--- src/rtl/regfile_pkg.sv ---
// Shared defaults and port-slicing helper for the MIPS32 register file slice.
package regfile_pkg;

  localparam int DEF_DATA_W = 32;
  localparam int DEF_ADDR_W = 5;
  localparam int DEF_NREAD  = 2;

  // LSB of port 'port' within a flat bus of 'width'-bit lanes.
  function automatic int port_lsb(input int port, input int width);
    return port * width;
  endfunction

endpackage

--- src/rtl/rf_scoreboard.sv ---
// Pending-write scoreboard: one reservation bit per register, issue arbitration
// and an incrementally maintained count of reserved registers.
module rf_scoreboard
  import regfile_pkg::*;
#(
  parameter int ADDR_W = DEF_ADDR_W
) (
  input  logic                    clk,
  input  logic                    Reset_n,
  input  logic                    IssueValid,
  input  logic [ADDR_W-1:0]       IssueAddr,
  input  logic                    RegWrite,
  input  logic [ADDR_W-1:0]       WriteAddr,
  input  logic                    Flush,
  output logic                    IssueAccept,
  output logic [(2**ADDR_W)-1:0]  pend,
  output logic [ADDR_W:0]         PendCount
);

  localparam int NREGS = 2**ADDR_W;
  localparam logic [ADDR_W:0] CNT_ONE = {{ADDR_W{1'b0}}, 1'b1};

  logic [NREGS-1:0] pend_reg, pend_next;
  logic [ADDR_W:0]  count_reg, count_next;
  logic             issue_hit, wb_same, set_en, clr_en, inc, dec;

  always_comb begin
    issue_hit   = pend_reg[IssueAddr];
    wb_same     = RegWrite && (WriteAddr == IssueAddr);
    IssueAccept = IssueValid && !Flush &&
                  ((IssueAddr == '0) || !issue_hit || wb_same);
    set_en      = IssueAccept && (IssueAddr != '0);
    clr_en      = RegWrite && (WriteAddr != '0);

    pend_next = pend_reg;
    if (clr_en) pend_next[WriteAddr] = 1'b0;
    if (set_en) pend_next[IssueAddr] = 1'b1;
    if (Flush)  pend_next = '0;

    // Count only real bit transitions so the counter tracks popcount exactly.
    inc = set_en && !issue_hit;
    dec = clr_en && pend_reg[WriteAddr] && !(set_en && (WriteAddr == IssueAddr));

    count_next = count_reg;
    if (Flush)             count_next = '0;
    else if (inc && !dec)  count_next = count_reg + CNT_ONE;
    else if (dec && !inc)  count_next = count_reg - CNT_ONE;
  end

  always_ff @(posedge clk or negedge Reset_n) begin
    if (!Reset_n) begin
      pend_reg  <= '0;
      count_reg <= '0;
    end else begin
      pend_reg  <= pend_next;
      count_reg <= count_next;
    end
  end

  assign pend      = pend_reg;
  assign PendCount = count_reg;

endmodule

--- src/rtl/regfile_sb.sv ---
// MIPS32 register file: NREAD combinational read ports with optional
// write-to-read bypass, one write-back port, and a pending-write scoreboard.
module regfile_sb
  import regfile_pkg::*;
#(
  parameter int DATA_W = DEF_DATA_W,
  parameter int ADDR_W = DEF_ADDR_W,
  parameter int NREAD  = DEF_NREAD,
  parameter int BYPASS = 1
) (
  input  logic                      clk,
  input  logic                      Reset_n,
  input  logic [NREAD*ADDR_W-1:0]   ReadAddr,
  output logic [NREAD*DATA_W-1:0]   ReadData,
  output logic [NREAD-1:0]          ReadPending,
  input  logic                      IssueValid,
  input  logic [ADDR_W-1:0]         IssueAddr,
  output logic                      IssueAccept,
  input  logic                      RegWrite,
  input  logic [ADDR_W-1:0]         WriteAddr,
  input  logic [DATA_W-1:0]         WriteData,
  input  logic                      Flush,
  output logic [ADDR_W:0]           PendCount
);

  localparam int NREGS = 2**ADDR_W;

  logic [DATA_W-1:0] mem_reg [NREGS];
  logic [NREGS-1:0]  pend;

  // Entry 0 is reset and never written, so it always reads as zero.
  always_ff @(posedge clk or negedge Reset_n) begin
    if (!Reset_n) begin
      for (int i = 0; i < NREGS; i++) mem_reg[i] <= '0;
    end else if (RegWrite && (WriteAddr != '0)) begin
      mem_reg[WriteAddr] <= WriteData;
    end
  end

  rf_scoreboard #(.ADDR_W(ADDR_W)) u_sb (
    .clk         (clk),
    .Reset_n     (Reset_n),
    .IssueValid  (IssueValid),
    .IssueAddr   (IssueAddr),
    .RegWrite    (RegWrite),
    .WriteAddr   (WriteAddr),
    .Flush       (Flush),
    .IssueAccept (IssueAccept),
    .pend        (pend),
    .PendCount   (PendCount)
  );

  genvar gi;
  generate
    for (gi = 0; gi < NREAD; gi++) begin : g_rd
      localparam int ALSB = port_lsb(gi, ADDR_W);
      localparam int DLSB = port_lsb(gi, DATA_W);
      logic [ADDR_W-1:0] raddr;
      logic              wb_hit;

      assign raddr  = ReadAddr[ALSB +: ADDR_W];
      assign wb_hit = (BYPASS != 0) && RegWrite && (WriteAddr == raddr);
      assign ReadData[DLSB +: DATA_W] =
        (wb_hit && (raddr != '0)) ? WriteData : mem_reg[raddr];
      // A write-back landing this cycle releases the operand when bypassing.
      assign ReadPending[gi] = pend[raddr] && !wb_hit;
    end
  endgenerate

endmodule

--- config.mk ---
export PLATFORM = sky130hd
export DESIGN_NAME = regfile_sb
export DESIGN_NICKNAME = d
export VERILOG_FILES = /design/src/rtl/regfile_pkg.sv /design/src/rtl/rf_scoreboard.sv /design/src/rtl/regfile_sb.sv
export SDC_FILE = /design/constraint.sdc
export NUM_CORES = 2
export LEC_CHECK = 0
export CAP_MARGIN = 10
export CORE_UTILIZATION = 60
export DETAILED_ROUTE_END_ITERATION = 6
export PLACE_DENSITY = 0.77
export SLEW_MARGIN = 20
export SYNTH_ARGS = -nofsm -noshare
export SYNTH_HDL_FRONTEND = slang
export SYNTH_SLANG_ARGS = --single-unit
--- constraint.sdc ---
create_clock -name clk -period 7 [get_ports clk]
set_clock_uncertainty 0.05 [all_clocks]
set_input_delay 0.7 -clock clk [delete_from_list [all_inputs] [get_ports clk]]
set_output_delay 0.7 -clock clk [all_outputs]
set_load 0.05 [all_outputs]
==> run_results.csv <==
group,metric,value,unit
run_status,outcome,"finished with violations",
run_status,violations,"hold timing",
logic_synthesis,synth_most_common_cell,"mux2_2",
global_routing,overflow,0,
setup_path,reg2reg_depth,13,
setup_path,r2r_end,"u_sb.PendCount[5]$_DFFE_PN0P_",
logic_synthesis,ys_ff_latch,1062,
setup_path,required,6.25,ns
routing,first_pass_iters,5,
cts,post-cts-setup-buffers,0,
setup_path,r2r_slack,3.24,ns
floorplan,die_w,313,microns
timing,fin_crit,5.51,ns
global_routing,grt_pass1_wl,255,mm
cts,cts_hold_buf,0,
pwr,pwr-share-comb,0.221,
logic_synthesis,ys_types,55,
routing,drc,0,
timing,finalSetupTns,0,ns
final_layout,layout-drive-gt1-share,0.461,
setup_path,cp-startpoint,"ReadAddr[6]",
logic_synthesis,synth_nets,4172,
timing,period_share,0.787,
placement,portBuffers,129,
floorplan,start_util,0.608,
setup_path,cp-end-kind,"output pin",
final_layout,design_area,64100,sq um
timing,hold_slack,-0.0356,ns
routing,drt_wl_total,167,mm
logic_synthesis,syn_area_per_cell,14.1,sq um
global_routing,antenna_found_initial,5,
setup_path,cp_cell_sequence,"clkbuf_8, or2_4, buf_4, o221ai_1, o22ai_1, nor2_1, a21oi_1, o21ai_0, clkdlybuf4s50_1",
setup_path,startpoint_type,"input pin",
logic_synthesis,syn_inst,4110,
final_layout,largest_reg_flops,1024,
floorplan,dieArea,98000,sq um
setup_path,rr_startpoint,"u_sb.pend[3]$_DFF_PN0_",
floorplan,die_h,313,microns
setup_path,path_class,"in2out",
pwr,p_int,13.1,mW
cts,cts.sinks,1062,
setup_path,worstPathMaxFanout,60,
cts,clk_pin_slew,0.06,ns
placement,globalplace.congestion,0.885,
pwr,power_frac_seq,0.442,
timing,fmax,0.181,GHz
setup_path,critPathMaxStageDelay,0.88,ns
final_layout,nets,4060,
logic_synthesis,ys.flop_type,"dfrtp_1",
routing,wire_per_inst,31.2,microns
final_layout,syn_to_final_growth,10.4,%
placement,dpl.hpwl,92.4,mm
pwr,switching_share,0.282,
routing,vias_per_cell,7.10,
final_layout,final_util,0.672,
logic_synthesis,syn_area,58100,sq um
setup_path,slowest_stage,"or2_4",
floorplan,core_area,95400,sq um
logic_synthesis,synth_edf_count,0,
global_routing,grtUsageTotal,0.349,
timing,setup_viol,0,
setup_path,crit_end,"ReadData[34]",
pwr,p_total,18.2,mW
routing,drt-initial-drc-count,3926,
placement,place_area,60300,sq um
floorplan,num_rows,113,
logic_synthesis,synth_top_area_frac,0.458,
routing,vias,38047,
floorplan,ios,130,
global_routing,grt_pass1_vias,39406,
logic_synthesis,synthTopCellsByArea,"dfrtp_1, mux2_2, mux4_2",
timing,rsz0062_at_grt,"no",
routing,ant_nets,0,
timing,worst_pin_slew,1.19,ns
timing,final_critical_path_setup_slack,1.49,ns
placement,dpl_worst_slack,1.66,ns
pwr,power_density,285,nW/um^2
logic_synthesis,ys_seq_area_frac,0.458,
cts,numCtsBuffers,112,
timing,drv_slew,0,
cts,ctsResizeCount,0,
cts,cts-root-buf,"clkbuf_16",
timing,hold_violations,20,
logic_synthesis,yosysTopAreaCell,"dfrtp_1",
pwr,clkPwrFrac,0.336,
pwr,p_leak,27.5,nW
min_path,holdCritPathClass,"in2async",
pwr,max-vdd-ir-drop,0.218,mV
cts,htree_levels,3,
cts,clockBufferDepth,3,
cts,tritoncts,"yes",
cts,insertion_delay,0.70,ns
timing,slew-limit-headroom,0.205,
global_routing,grt_max_degree,172,
flow_run,maxCapViolCount,0,
logic_synthesis,yosys_warnings,0,
pwr,switchingPower,5.15,mW
logic_synthesis,ys_top_cells_by_count,"mux2_2, dfrtp_1, mux4_2",
setup_path,arrival,4.76,ns
logic_synthesis,async_flop_share,1.00,
-- power groups by stage --
| stage | registers, mW | clock network [mW] | logic [mW] |
|---|---|---|---|
| detailed placement | 8.15 | 0 | 4.02 |
| CTS | 8.05 | 6.19 | 4.04 |
| global route | 8.23 | 6.42 | 4.30 |
| global placement | 8.06 | 0 | 3.92 |
| finish | 8.07 | 6.13 | 4.04 |
| floorplan | 7.89 | 0 | 3.07 |
-- worst min-delay path by stage --
| stage | start | end | slack, ns |
|---|---|---|---|
| after floorplan | Reset_n | mem_reg[0]$_DFFE_PN0P_ | 0.35 |
| after global placement | mem_reg[1023]$_DFFE_PN0P_ | mem_reg[1023]$_DFFE_PN0P_ | 0.33 |
| after detailed placement | mem_reg[997]$_DFFE_PN0P_ | mem_reg[997]$_DFFE_PN0P_ | 0.33 |
| after CTS | Reset_n | mem_reg[283]$_DFFE_PN0P_ | 0.003 |
| after global routing | Reset_n | mem_reg[283]$_DFFE_PN0P_ | 0.002 |
| final | Reset_n | mem_reg[283]$_DFFE_PN0P_ | -0.04 |
-- worst max-delay path, delay by kind of cell --
family,cells,cell delay (ns)
buffers and inverters,3,1.80
AO/OA/AOI/OAI,4,1.03
AND/OR/NAND/NOR,2,0.96
-- cell families (layout without fill, tap and decap cells) --
group,count (synthesis),in the layout,share of synthesized area
compound gates,499,499,0.0527
xor+xnor,18,18,0.00272
fa+ha+maj,5,5,0.00121
buf+inv,480,463,0.0334
flops,1062,1062,0.458
mux,1784,1784,0.431
other cells,0,2,0
simple gates,262,262,0.0212
-- area by class of cell --
type                            instances  area (sq um)
Sequential cell                      1062         26600
Inverter                               18          67.6
Clock buffer                          170          3340
Multi-Input combinational cell       2568         29800
Antenna cell                            2          5.00
Fill cell                            6704         31300
Timing Repair Buffer                  236          2320
Clock inverter                         39           459
Tap cell                             1265          1580
-- layout by cell type, fill, tap and decap left out, types with 17 or more instances in the layout --
master and count:
clkinv_2 21, o22ai_1 72, mux2_2 1063, clkdlybuf4s50_1 111, mux2i_1 253, clkbuf_8 31, buf_4 93, mux4_2 466
a21oi_1 170, clkbuf_16 113, dfrtp_1 1062, nand2_1 70, o21ai_0 143, o221ai_1 64, inv_1 17, nor3_1 38
nor2_1 64, clkbuf_1 27
-- per-stage QoR --
stage / hold slack, ns / std cells
global placement: 0.327 / 5147
floorplan: 0.354 / 4110
detailed placement: 0.334 / 5149
CTS: 0.00254 / 5358
global route: 0.00236 / 5359
finish: -0.0356 / 5360
-- per-layer routing --
layer / global-route usage / routed length (microns) / vias to the layer above / part of all wire
met5: 0 / 53 / - / 0.00032
met4: 0.148 / 7750 / 8 / 0.046
met3: 0.0751 / 14800 / 484 / 0.088
met2: 0.547 / 79300 / 1851 / 0.47
met1: 0.478 / 65400 / 20133 / 0.39
li1: - / - / 15571 / -
(Power assumes the default switching activity.)
